**config.mk**
```make
export PLATFORM = sky130hd
export DESIGN_NAME = load_store_unit
export DESIGN_NICKNAME = d
export VERILOG_FILES = /design/src/rtl/load_store_unit.sv
export SDC_FILE = /design/constraint.sdc
export NUM_CORES = 1
export LEC_CHECK = 0
export ABC_AREA = 1
export CORE_MARGIN = 5
export CORE_UTILIZATION = 35
export DETAILED_ROUTE_END_ITERATION = 8
export HOLD_SLACK_MARGIN = 0.06
export SYNTH_ARGS = -nofsm -noshare
export SYNTH_HDL_FRONTEND = slang
export SYNTH_SLANG_ARGS = --single-unit
export TNS_END_PERCENT = 1
```
**constraint.sdc**
```tcl
create_clock -name clk -period 2.06 [get_ports clk]
set_input_delay 0.309 -clock clk [delete_from_list [all_inputs] [get_ports clk]]
set_output_delay 0.309 -clock clk [all_outputs]
set_load 0.005 [all_outputs]
```
**src/rtl/load_store_unit.sv**
```systemverilog
// load_store_unit: RV32I loads/stores on word-only memory, sub-word stores by read-modify-write; define MISALIGN_TRAP_EN to trap misaligned/illegal accesses
module load_store_unit #(
  parameter int ADDR_W = 32,
  parameter int READ_LAT = 0
) (
  input  logic              clk,
  input  logic              rst_n,
  input  logic              req_valid,
  output logic              req_ready,
  input  logic              req_we,
  input  logic [2:0]        req_funct3,
  input  logic [ADDR_W-1:0] req_addr,
  input  logic [31:0]       req_wdata,
  output logic              resp_valid,
  output logic [31:0]       resp_rdata,
  output logic              resp_err,
  output logic              mem_read,
  output logic              mem_write,
  output logic [ADDR_W-1:0] mem_addr,
  output logic [31:0]       mem_wdata,
  input  logic [31:0]       mem_rdata
);
  typedef enum logic [1:0] {IDLE, RD, WR, RESP} state_t;
  state_t state, state_nx;
  logic              we;
  logic [2:0]        f3;
  logic [ADDR_W-1:0] addr;
  logic [31:0]       wdata, rbuf, ld_data;
  logic [1:0]        cnt, sz, in_sz;
  logic              in_trap, rd_last;
  logic [7:0]        b_sel;
  logic [15:0]       h_sel;
  logic [4:0]        b_sh, h_sh;
  // access size: 0 byte, 1 halfword, 2 word (illegal encodings fall back to word)
  function automatic logic [1:0] kind(input logic w, input logic [2:0] f);
    kind = (f == 3'b000 || (!w && f == 3'b100)) ? 2'd0 :
           (f == 3'b001 || (!w && f == 3'b101)) ? 2'd1 : 2'd2;
  endfunction
  assign in_sz = kind(req_we, req_funct3);
  assign sz = kind(we, f3);
`ifdef MISALIGN_TRAP_EN
  logic in_ill;
  assign in_ill = in_sz == 2'd2 && req_funct3 != 3'b010;
  assign in_trap = in_ill || (in_sz == 2'd1 && req_addr[0]) || (in_sz == 2'd2 && req_addr[1:0] != 2'b00);
`else
  assign in_trap = 1'b0;
`endif
  assign rd_last = cnt == 2'(READ_LAT);
  assign b_sh = {addr[1:0], 3'b000};
  assign h_sh = {addr[1], 4'b0000};
  assign b_sel = 8'(mem_rdata >> b_sh);
  assign h_sel = 16'(mem_rdata >> h_sh);
  assign ld_data = sz == 2'd0 ? (f3[2] ? {24'd0, b_sel} : {{24{b_sel[7]}}, b_sel}) :
                   sz == 2'd1 ? (f3[2] ? {16'd0, h_sel} : {{16{h_sel[15]}}, h_sel}) : mem_rdata;
  assign mem_wdata = sz == 2'd0 ? (rbuf & ~(32'hFF << b_sh)) | ({24'd0, wdata[7:0]} << b_sh) :
                     sz == 2'd1 ? (rbuf & ~(32'hFFFF << h_sh)) | ({16'd0, wdata[15:0]} << h_sh) : wdata;
  assign mem_addr = {addr[ADDR_W-1:2], 2'b00};
  assign req_ready = rst_n && state == IDLE;
  assign mem_read = rst_n && state == RD;
  assign mem_write = rst_n && state == WR;
  assign resp_valid = rst_n && state == RESP;
  // next-state: full words store directly, everything else reads first
  always_comb begin
    state_nx = state;
    case (state)
      IDLE: if (req_valid) state_nx = in_trap ? RESP : (req_we && in_sz == 2'd2) ? WR : RD;
      RD: if (rd_last) state_nx = we ? WR : RESP;
      WR: state_nx = RESP;
      default: state_nx = IDLE;
    endcase
  end
  // state register
  always_ff @(posedge clk)
    state <= !rst_n ? IDLE : state_nx;
  // request latch, read wait counter, read buffer and response registers
  always_ff @(posedge clk)
    if (!rst_n) begin
      we <= 1'b0;
      f3 <= 3'd0;
      addr <= '0;
      wdata <= 32'd0;
      rbuf <= 32'd0;
      cnt <= 2'd0;
      resp_rdata <= 32'd0;
      resp_err <= 1'b0;
    end else begin
      if (state == IDLE && req_valid) begin
        we <= req_we;
        f3 <= req_funct3;
        addr <= req_addr;
        wdata <= req_wdata;
      end
      if (state == RD) begin
        cnt <= rd_last ? 2'd0 : cnt + 2'd1;
        if (rd_last) rbuf <= mem_rdata;
      end
      if (state_nx == RESP && state != RESP) begin
        resp_rdata <= (state == RD && !we) ? ld_data : 32'd0;
        resp_err <= state == IDLE;
      end
    end
endmodule
```
## Word level (Yosys, flattened, before mapping)

Index checks and enable logic that the tools add are counted.

| storage, ports and cells | value |
|---|---|
| output and inout bits | 101 |
| bits in registers | 137 |
| input port bits | 103 |

| operators by class | value |
|---|---|
| shift-type cells | 6 |
| mux-type cells | 17 |
| equality and inequality tests | 13 |
| add/sub/neg operators | 1 |
| bitwise gates (word level) | 6 |
| reductions and logical operators | 24 |

Operators by type and width:

| cell | count |
|---|---|
| $mux W32 | 7 |
| $and A32 B32 Y32 | 2 |
| $not A32 Y32 | 2 |
| $or A32 B32 Y32 | 2 |
| $shl A16 B5 Y32 | 1 |
| $shl A16 B5 Y32 const A | 1 |
| $shl A8 B5 Y32 | 1 |
| $shl A8 B5 Y32 const A | 1 |
| $shr A32 B5 Y16 | 1 |
| $shr A32 B5 Y8 | 1 |
| $mux W2 | 8 |
| $eq A3 B3 Y1 const B | 4 |
| $logic_and A1 B1 Y1 | 12 |
| $eq A2 B2 Y1 const B | 4 |
| $eq A3 B1 Y1 const B | 2 |
| $logic_not A2 Y1 | 3 |
| $logic_not A3 Y1 | 2 |
| $pmux W2 S3 | 1 |
| $eq A2 B1 Y1 const B | 2 |
| $logic_or A1 B1 Y1 | 4 |
| $add A2 B1 Y2 const B | 1 |
| $logic_not A1 Y1 | 2 |
| $ne A2 B2 Y1 const B | 1 |
| $reduce_and A2 Y1 | 1 |
| $mux W1 | 1 |

## Logic depth before layout (Yosys ltp)

Gate-level depths: netlist of the first run.

| logic depth | value |
|---|---|
| word-level depth | 12 |
| gate-level depth with buffers | 12 |
| gate-level depth less buffers | 11 |

## Worst setup path after synthesis of the first run

No wires, ideal clock.

| path | value |
|---|---|
| kind | reg2out |
| start | reg we |
| end | out mem_wdata[21] |
| path buffers | 2 |
| cell stages (with the launch flop) | 8 |
| setup slack | 0.555 ns |
| arrival time | 1.196 ns |
| path through | dfxtp_1 nand2_1 inv_1 nor2_4 buf_2 buf_2 o21ai_0 o21ai_1 |

| on the way | value |
|---|---|
| longest elaborated chain between the ends | 8 |

RTL lines:

| what | line | text |
|---|---|---|
| start: declaration | 25 | `logic we;` |
| start signal: assignment | 88 | `we <= req_we;` |
| $logic_not A1 Y1 (*) | 36, 37 |  |
| $logic_and A1 B1 Y1 | 37 | `(f == 3'b001 \|\| (!w && f == 3'b101)) ? 2'd1 : 2'd2;` |
| $logic_or A1 B1 Y1 | 37 |  |
| $mux W2 | 37 |  |
| $mux W2 (*) | 36 | `kind = (f == 3'b000 \|\| (!w && f == 3'b100)) ? 2'd0 :` |
| $eq A2 B1 Y1 | 56 | `sz == 2'd1 ? (rbuf & ~(32'hFFFF << h_sh)) \| ({16'd0, wdata[15:0]} << h_sh) : wdata;` |
| $mux W32 | 56 |  |
| $mux W32 (*) | 55 | `assign mem_wdata = sz == 2'd0 ? (rbuf & ~(32'hFF << b_sh)) \| ({24'd0, wdata[7:0]} << b_sh) :` |
| end: declaration | 20 | `output logic [31:0] mem_wdata,` |

Mark *: on every way between the ends. The rest lies on a longest branch, timed or not.

## Final worst setup path of the first run

| path | value |
|---|---|
| start | reg f3[1] |
| end | out mem_wdata[15] |

| on the way | value |
|---|---|
| longest elaborated chain between the ends | 8 |

RTL lines:

| what | line | text |
|---|---|---|
| start: declaration | 26 | `logic [2:0] f3;` |
| start signal: assignment | 89 | `f3 <= req_funct3;` |
| $eq A3 B3 Y1 | 37 |  |
| $logic_and A1 B1 Y1 | 37 |  |
| $logic_or A1 B1 Y1 | 37 |  |
| $mux W2 | 37 |  |
| $mux W2 (*) | 36 |  |
| $eq A2 B1 Y1 | 56 |  |
| $mux W32 | 56 |  |
| $mux W32 (*) | 55 |  |

Marks and branches as above.

==> results of run 1 <==
[synthesized netlist by cell type]
| master | count |
|---|---|
| nor2_1 | 263 |
| nand2_1 | 216 |
| o21ai_0 | 163 |
| dfxtp_1 | 137 |
| a21oi_1 | 119 |
| inv_1 | 85 |
| clkbuf_1 | 39 |
| buf_4 | 35 |
| o21ai_1 | 34 |
| buf_2 | 31 |
| a21boi_1 | 20 |
| a21boi_0 | 12 |
| nor2_2 | 12 |
| buf_6 | 7 |
| inv_2 | 5 |
| nand2_4 | 5 |
| nand3_1 | 5 |
| nand2_2 | 4 |
| buf_1 | 3 |
| a31oi_1 | 2 |
| ha_1 | 2 |
| nand3_4 | 2 |
| nor2_4 | 2 |
| clkbuf_2 | 1 |
| conb_1 | 1 |
| inv_4 | 1 |
| nor2_8 | 1 |
| nor3_1 | 1 |
[logic make-up after synthesis]
family                   share of synthesized area [%]
AO/OA/AOI/OAI                                     23.9
adder cells (fa/ha/maj)                          0.326
buffers and inverters                             13.1
flip-flops                                        35.8
other                                           0.0489
AND/OR/NAND/NOR                                   26.9
[power by group]
group	total, W	switching (W)	internal [W]
Clock	0.00294	0.00135	0.00159
Combinational	0.00454	0.00264	0.00190
Sequential	0.00353	0.000393	0.00313
Total	0.0110	0.00439	0.00662
[final timing paths]
| path | to | from | slack [ns] | depth (start not counted) |
|---|---|---|---|---|
| max | mem_wdata[15] | f3[1] | -0.05 | 9 |
| min | rbuf[29] | rst_n | 0.41 | 4 |
| max reg2reg | resp_rdata[18] | f3[1] | 0.15 | 13 |
| min reg2reg | resp_err | resp_err | 0.44 | 2 |
[per-stage QoR]
step	setup WS (ns)	util [%]	hold slack, ns	TNS, ns
3_5_place_dp	-0.00723	45.2	0.437	-0.0105
4_1_cts	-0.122	47.7	0.428	-1.58
2_1_floorplan	0.555	-	0.433	0
3_3_place_gp	-0.0300	45.2	0.426	-0.0412
5_1_grt	-0.125	47.9	0.448	-1.71
6_report	-0.0473	47.9	0.408	-0.116
[per-layer routing]
metal  vias up  track usage, %  part of all wire, %
met3        31            6.34                  9.4
met1      3637            29.0                   46
met2       302            31.0                   43
li1       4116               -                    -
met4         2            4.87                  1.5
met5         -               0                0.077
[cell type report]
class	instances	area, µm²
Multi-Input combinational cell	865	4000
Clock buffer	17	425
Fill cell	2274	11300
Timing Repair Buffer	248	2380
Clock inverter	15	133
Inverter	91	349
Sequential cell	137	2750
Tap cell	280	350
[critical path, delay by kind of cell (launching register included)]
| kind | cells | cell delay [ns] |
|---|---|---|
| buffers and inverters | 3 | 0.37 |
| AOI/OAI and AO/OA | 2 | 0.17 |
| DFF | 1 | 0.34 |
| and+or+nand+nor | 4 | 0.49 |
[flip-flops by register name, summed over array words and instances (netlist names)]
| signal | count |
|---|---|
| addr | 32 |
| rbuf | 32 |
| resp_rdata | 32 |
| wdata | 32 |
| f3 | 3 |
| cnt | 2 |
| state | 2 |
| resp_err | 1 |
| we | 1 |
[placed cells by master (no fill, tap or decap)]
cell / n
dfxtp_2: 3
buf_12: 9
conb_1: 2
nor2_2: 13
buf_8: 1
buf_2: 22
clkdlybuf4s50_1: 168
clkinvlp_4: 5
nor3_1: 1
nor2_4: 3
ha_1: 2
inv_1: 83
nand3_4: 2
nand3_1: 5
clkinv_4: 1
inv_8: 3
nor2_8: 1
o21ai_2: 7
o21ai_0: 143
nand2_1: 212
a21oi_1: 116
clkbuf_2: 11
a21boi_0: 12
inv_4: 3
nor2_1: 261
nand2_2: 5
dfxtp_4: 2
a21boi_1: 20
nand2_4: 8
dfxtp_1: 132
buf_6: 2
a31oi_1: 2
clkbuf_16: 19
inv_2: 5
inv_6: 6
buf_4: 32
a21oi_2: 3
o21ai_1: 47
buf_16: 1
[repair_timing]
item	CTS	global route
buffers inserted	0	1
cloned	1	2
hold endpoints to repair	0	0
resized for setup	106	67
hold buffers	0	0
pin swaps	6	10
endpoints found under the setup margin	32	33
==> results.json, run 1 <==
{
  "core_mm2": 0.0217,
  "syn_area_mm2": 0.00767,
  "synth_top_area_share_pct": 35.8,
  "violations": "negative setup slack",
  "grt_pass1_vias": 7405,
  "status": "finished, violations left",
  "cpPeakStageDelay_ns": 0.34,
  "first_iter_violations": 593,
  "worstSkewPairLatency_ns": 0.43,
  "io_buffer_count": 201,
  "maxCapViolCount": 0,
  "ys_seq_elements": 137,
  "track_usage_pct": 20.6,
  "yosysTopAreaCell": "dfxtp_1",
  "setup_violations": 9,
  "routedWlPerCell_um": 15.8,
  "stdcell_count": 1653,
  "fin_crit_sh_pct": 102,
  "firstDrtPassIters": 5,
  "die_w_um": 158,
  "total_leakage_power_nw": 4.57,
  "finalWeightedCongestion": 0.885,
  "period_minus_slack_ns": 2.11,
  "end_kind": "output pin",
  "antenna_cells": 0,
  "syn-instance-count": 1208,
  "slew_viol_final": 0,
  "via_count": 8088,
  "power_density_mw_per_mm2": 1060,
  "layout-drive-gt1-share_pct": 12.2,
  "setup_slack_ns": -0.0473,
  "nNetsFinal": 1465,
  "initial_utilization_pct": 35.4,
  "ant_nets": 0,
  "place_area_mm2": 0.00981,
  "total_power_w": 0.0110,
  "cts_tree": "done",
  "cts_buffer_depth": 2,
  "worstSetupPathType": "reg -> out",
  "grt_setup_unrepaired": "yes",
  "hold_violations": 0,
  "io_pins": 204,
  "startpoint_type": "flip-flop",
  "dieArea_mm2": 0.0250,
  "synthTopCellsByArea": "dfxtp_1 36%, nor2_1 13%, o21ai_0 11%, nand2_1 11%, a21oi_1 7.8%",
  "fin_area_mm2": 0.0104,
  "grt_first_pass_wirelength_um": 40600,
  "hold_class": "in -> reg",
  "cts_buffers": 17,
  "area_growth_pct": 35.5,
  "drt_wl_total_um": 26100,
  "avgViaCountPerCell": 4.89,
  "cp.arrival_ns": 1.80,
  "rows": 54,
  "htree_levels": 4,
  "crit_fanout": 8,
  "path_cells": "inv_2 > nand2_2 > nor2_4 > nand2_4 > clkbuf_16 > o21ai_1 > a21oi_1 > nor2_1 > buf_2",
  "yosys_warnings": 0,
  "fin_skew_ns": 0.00941,
  "max_freq_mhz": 475,
  "ir_drop_v": 0.000671,
  "cts_root_buf": "clkbuf_16",
  "required_ns": 1.75,
  "die_h_um": 158,
  "antenna_found_initial": 1,
  "dp_cells": 1617,
  "clkTransAtPathRegs_ns": 0.06,
  "synth_cell_types": 28,
  "dp_hpwl_um": 18800,
  "crit_slowest_cell": "dfxtp_2",
  "relSlewSlack_pct": 63.7,
  "grt_max_degree": 103,
  "drc": 0,
  "clock_sinks": 137,
  "tightest_slew_ns": 0.545,
  "syn_avg_cell_area_um2": 6.35,
  "yosysSeqAreaShare_pct": 35.8,
  "overflow": 0
}
Power figures use the tool's default switching activity.
==> run 2, diff against run 1 <==
--- a/config.mk
+++ b/config.mk
@@ -5,7 +5,7 @@
 export SDC_FILE = /design/constraint.sdc
 export NUM_CORES = 1
 export LEC_CHECK = 0
-export ABC_AREA = 1
+export ABC_AREA = 0
 export CORE_MARGIN = 5
 export CORE_UTILIZATION = 35
 export DETAILED_ROUTE_END_ITERATION = 8
==> results.json, run 2 <==
{
  "place_area_mm2": 0.00931,
  "holdPathStages": 3,
  "yosysMostFrequentCell": "nand2_1",
  "avgViaCountPerCell": 5.04,
  "tightest_slew_ns": 0.846,
  "clock_sinks": 137,
  "cts_buffers": 17,
  "drc": 0,
  "via_count": 6581,
  "nNetsFinal": 1134,
  "cts_buffer_depth": 2,
  "cp_top_family": "buffers and inverters",
  "reg2reg_depth": 6,
  "power.internal_w": 0.00586,
  "fill_cells": 1868,
  "fin_area_mm2": 0.0102,
  "htree_levels": 4,
  "routedWlPerCell_um": 18.2,
  "relSlewSlack_pct": 43.6,
  "antenna_found_initial": 0,
  "crit_fanout": 7,
  "synth_cell_types": 53,
  "grt_first_pass_wirelength_um": 35900,
  "syn-instance-count": 818,
  "fin_skew_ns": 0.00512,
  "synth_xor_area_share_pct": 0,
  "io_buffer_count": 201,
  "yosysTopAreaCell": "dfxtp_1",
  "syn_area_mm2": 0.00693,
  "crit_slowest_cell": "dfxtp_4",
  "grt_setup_unrepaired": "yes",
  "fin_crit_sh_pct": 107,
  "antenna_cells": 0,
  "multi_input_area_mm2": 0.00378,
  "die_h_um": 151,
  "clkTransAtPathRegs_ns": 0.06,
  "setup_slack_ns": -0.150,
  "maxCapViolCount": 0,
  "worstSetupPathType": "reg -> out",
  "hold_class": "in -> reg",
  "yosysSeqAreaShare_pct": 39.6,
  "overflow": 0,
  "initial_utilization_pct": 35.6,
  "cpPeakStageDelay_ns": 0.37,
  "max_freq_mhz": 452,
  "synth_commonest_cells": "212 x nand2_1, 137 x dfxtp_1, 100 x a21boi_0",
  "required_ns": 1.75,
  "period_minus_slack_ns": 2.21,
  "status": "finished, violations left",
  "ir_drop_v": 0.000644,
  "io_pins": 204,
  "synthSimpleGateAreaFrac_pct": 18.6,
  "rows": 51,
  "drt_wl_total_um": 23800,
  "firstDrtPassIters": 8,
  "seqCellArea_mm2": 0.00277,
  "p_switching_w": 0.00241,
  "synthArstFlopShare_pct": 0,
  "timing.critical_path.mode_cell": "buf_4",
  "grt_pass1_vias": 6327,
  "worst-path-buf-inv": 5,
  "finalWeightedCongestion": 0.860,
  "violations": "negative setup slack",
  "synthTopCellsByArea": "dfxtp_1 40%, nand2_1 11%, a21boi_0 11%, mux2i_1 7.1%, buf_4 3.6%",
  "first_iter_violations": 441,
  "ant_nets": 0,
  "cts_tree": "done",
  "slew_viol_final": 0,
  "swShare_pct": 29.1,
  "dieArea_mm2": 0.0227,
  "power_density_mw_per_mm2": 808,
  "final_common_cell": "nand2_1",
  "die_w_um": 151,
  "synth_flop_cell": "dfxtp_1",
  "p_clk_share_pct": 37.2,
  "total_power_w": 0.00827,
  "worstSkewPairLatency_ns": 0.42,
  "area_growth_pct": 47.8,
  "layout-drive-gt1-share_pct": 20.2,
  "synth_top_area_share_pct": 39.6,
  "cp.depth": 8,
  "path_cells": "a21oi_4 > buf_4 > buf_6 > o21ai_4 > buf_12 > buf_4 > mux2_2 > buf_2",
  "synth_edf_count": 0,
  "layout_common_cells": "211 x nand2_1, 168 x clkdlybuf4s50_1, 130 x dfxtp_1",
  "startpoint_type": "flip-flop",
  "power_frac_seq_pct": 37.4,
  "dp_hpwl_um": 17000,
  "post_synth_mux_area_share_pct": 10.8,
  "syn_avg_cell_area_um2": 8.47,
  "combPwrFrac_pct": 25.3,
  "yosys_warnings": 0,
  "synth_compound_area_share_pct": 22.1,
  "end_kind": "output pin",
  "total_leakage_power_nw": 3.89,
  "hold_violations": 0,
  "core_mm2": 0.0195,
  "ys_seq_elements": 137,
  "synth_fa_ha_area_share_pct": 0.361,
  "cts_root_buf": "clkbuf_16",
  "grt_max_degree": 75,
  "cp.arrival_ns": 1.90,
  "synth_top_family_by_area": "compound AO/OA/AOI/OAI gates",
  "track_usage_pct": 20.7,
  "setup_violations": 27
}
-- run 2: power groups by stage --
stage | clock, W | combinational [W] | sequential (W)
after floorplan | 0 | 0.000983 | 0.00308
after global placement | 0 | 0.00194 | 0.00314
after detailed placement | 0 | 0.00195 | 0.00314
after CTS | 0.00315 | 0.00210 | 0.00309
after global routing | 0.00328 | 0.00227 | 0.00312
final | 0.00308 | 0.00210 | 0.00310
-- run 2: logic make-up (layout without fill, tap and decap cells) --
logic type / Yosys count / in the layout
adder cells (fa/ha/maj): 2 / 2
multiplexers: 65 / 65
AND/OR/NAND/NOR: 307 / 307
flip-flops: 137 / 137
other: 1 / 2
AO/OA/AOI/OAI: 194 / 194
buffers and inverters: 112 / 335
-- run 2: per-stage QoR --
step | hold WS (ns) | utilization (%) | cells | setup TNS (ns) | worst slack (ns)
final | 0.418 | 52.6 | 1307 | -1.82 | -0.150
after global routing | 0.429 | 52.6 | 1307 | -5.18 | -0.255
after detailed placement | 0.449 | 47.9 | 1252 | -1.74 | -0.102
after floorplan | 0.440 | - | 819 | 0 | 0.265
after global placement | 0.447 | 47.9 | 1252 | -1.28 | -0.103
after CTS | 0.409 | 52.5 | 1306 | -2.81 | -0.152
-- run 2: layout make-up --
cell class	instances	area share, %
Multi-Input combinational cell	570	37.0
Sequential cell	137	27.0
Timing Repair Buffer	287	26.3
Clock buffer	19	4.42
Tap cell	265	3.24
Clock inverter	13	1.42
Inverter	16	0.660
-- run 2: path summary, 6_finish.rpt --
check | start | end | slack, ns
min | rst_n | addr[20] | 0.42
min reg2reg | addr[11] | addr[11] | 0.46
max reg2reg | addr[1] | resp_rdata[18] | 0.11
max | we | mem_wdata[1] | -0.15
-- run 2: what timing repair did --
action	4_1_cts	5_1_grt
pin swaps	12	4
hold buffers	0	0
buffers inserted	20	1
cloned	2	0
setup endpoints to repair	33	47
gates resized for setup	163	17
-- run 2: worst register-to-register path, delay by kind of cell, from the launching register on --
kind | cells | cell delay (ns)
compound gates | 3 | 0.83
buf+inv | 2 | 0.27
flops | 1 | 0.38
mux | 1 | 0.36
-- run 2: per-layer routing --
| metal | wire length [µm] | share of wire, % | vias up | track usage, % |
|---|---|---|---|---|
| li1 | - | - | 3217 | - |
| met1 | 10200 | 43 | 3070 | 27.1 |
| met2 | 10700 | 45 | 260 | 32.7 |
| met3 | 2350 | 9.9 | 34 | 6.95 |
| met4 | 417 | 1.8 | 0 | 5.49 |
| met5 | 0 | 0 | - | 0 |
==> run 3, diff against run 2 <==
--- a/config.mk
+++ b/config.mk
@@ -10,6 +10,7 @@
 export CORE_UTILIZATION = 35
 export DETAILED_ROUTE_END_ITERATION = 8
 export HOLD_SLACK_MARGIN = 0.06
+export SETUP_SLACK_MARGIN = 0.02
 export SYNTH_ARGS = -nofsm -noshare
 export SYNTH_HDL_FRONTEND = slang
 export SYNTH_SLANG_ARGS = --single-unit
==> results.json, run 3 (synthesis gave the netlist of run 2 again) <==
{
  "crit_fanout": 7,
  "reg2reg_depth": 6,
  "drc": 0,
  "dp_cells": 1252,
  "layout_common_cells": "211 x nand2_1, 168 x clkdlybuf4s50_1, 129 x dfxtp_1",
  "hold_violations": 0,
  "routedWlPerCell_um": 18.2,
  "power_frac_seq_pct": 37.4,
  "fin_skew_ns": 0.00747,
  "overflow": 0,
  "grt_setup_unrepaired": "yes",
  "fill_cells": 1864,
  "die_h_um": 151,
  "setup_violations": 29,
  "swShare_pct": 29.1,
  "io_buffer_count": 201,
  "slew_viol_final": 0,
  "setup_slack_ns": -0.156,
  "finalWeightedCongestion": 0.860,
  "whs_ns": 0.414,
  "finalSetupTns_ns": -1.89,
  "total_power_w": 0.00828,
  "p_clk_share_pct": 37.2,
  "cp.arrival_ns": 1.91,
  "ir_drop_v": 0.000646,
  "track_usage_pct": 20.7,
  "first_iter_violations": 464,
  "p_switching_w": 0.00241,
  "fin_crit_sh_pct": 108,
  "dieArea_mm2": 0.0227,
  "firstDrtPassIters": 6,
  "combPwrFrac_pct": 25.4,
  "cts_tree": "done",
  "status": "finished, violations left",
  "dp_hpwl_um": 17000,
  "rows": 51,
  "power_density_mw_per_mm2": 807,
  "holdPathStages": 3,
  "multi_input_area_mm2": 0.00379,
  "utilization_pct": 52.7,
  "antenna_found_initial": 0,
  "core_mm2": 0.0195,
  "drt_wl_total_um": 23800,
  "power.internal_w": 0.00587,
  "die_w_um": 151,
  "area_growth_pct": 48.0,
  "relSlewSlack_pct": 42.5,
  "via_count": 6613,
  "grt_first_pass_wirelength_um": 35900,
  "hold_class": "in -> reg",
  "worstSkewPairLatency_ns": 0.42,
  "cts_root_buf": "clkbuf_16",
  "clock_sinks": 137,
  "antenna_cells": 0,
  "io_pins": 204,
  "end_kind": "output pin",
  "cts_buffers": 17,
  "htree_levels": 4,
  "nNetsFinal": 1134,
  "max_freq_mhz": 451,
  "period_minus_slack_ns": 2.22,
  "startpoint_type": "flip-flop",
  "layout-drive-gt1-share_pct": 20.4,
  "worstSetupPathType": "reg -> out",
  "avgViaCountPerCell": 5.06,
  "initial_utilization_pct": 35.6,
  "violations": "negative setup slack",
  "clkTransAtPathRegs_ns": 0.06,
  "ant_nets": 0,
  "final_common_cell": "nand2_1",
  "cts_buffer_depth": 2,
  "stdcell_count": 1307,
  "grt_pass1_vias": 6331,
  "required_ns": 1.75,
  "seqCellArea_mm2": 0.00277,
  "tightest_slew_ns": 0.862,
  "grt_max_degree": 75,
  "maxCapViolCount": 0,
  "total_leakage_power_nw": 3.90
}
run 3: changes by cell type in the layout (fill, tap and decap cells not counted):
| cell | previous run | this run |
|---|---|---|
| o41ai_1 | 1 | 0 |
| o41ai_2 | 0 | 1 |
| dfxtp_4 | 6 | 7 |
| dfxtp_1 | 130 | 129 |
run 3: timing repair:
action                                  in CTS  in global routing
endpoints found under the setup margin      36                 49
setup buffers                               20                  1
cloned                                       2                  0
pin swaps                                   12                  5
hold buffers                                 0                  0
gates resized for setup                    164                 19
run 3: worst max-delay path, cell delays in order, from the launching register on:
cell and delay (ns):
dfxtp_4 0.37, a21oi_4 0.17, buf_4 0.14, buf_6 0.09
o21ai_4 0.05, buf_12 0.13, buf_4 0.13, mux2_2 0.27
buf_2 0.13
run 3: path summary, 6_finish.rpt:
| kind | endpoint | slack (ns) | startpoint |
|---|---|---|---|
| worst min-delay path | addr[20] | 0.41 | rst_n |
| worst min register to register | addr[11] | 0.46 | addr[11] |
| worst max-delay path | mem_wdata[1] | -0.16 | we |
| worst max register to register | resp_rdata[19] | 0.14 | addr[1] |
run 3: power by group through the flow:
stage,sequential [W],clock (W),combinational (W)
2_1_floorplan,0.00308,0,0.000983
3_3_place_gp,0.00314,0,0.00194
3_5_place_dp,0.00314,0,0.00195
4_1_cts,0.00309,0.00315,0.00210
5_1_grt,0.00312,0.00328,0.00227
6_report,0.00310,0.00308,0.00210
run 3: layout make-up:
cell class,instances,area share [%]
multi-input combinational,570,37.0
sequential,137,27.0
timing repair buffer,287,26.2
clock buffer,19,4.42
tap,265,3.24
clock inverter,13,1.42
inverter,16,0.659
run 3: metrics by stage:
step	setup slack, ns	area (µm²)
floorplan	0.265	6930
global placement	-0.103	9310
detailed placement	-0.102	9310
CTS	-0.152	10200
global route	-0.255	10200
finish	-0.156	10200
run 3: per-layer routing:
layer / vias to the layer above / part of all wire [%] / track usage [%]
met4: 0 / 1.6 / 5.49
met5: - / 0 / 0
met1: 3110 / 43 / 27.1
li1: 3217 / - / -
met2: 255 / 46 / 32.7
met3: 31 / 9.6 / 6.95
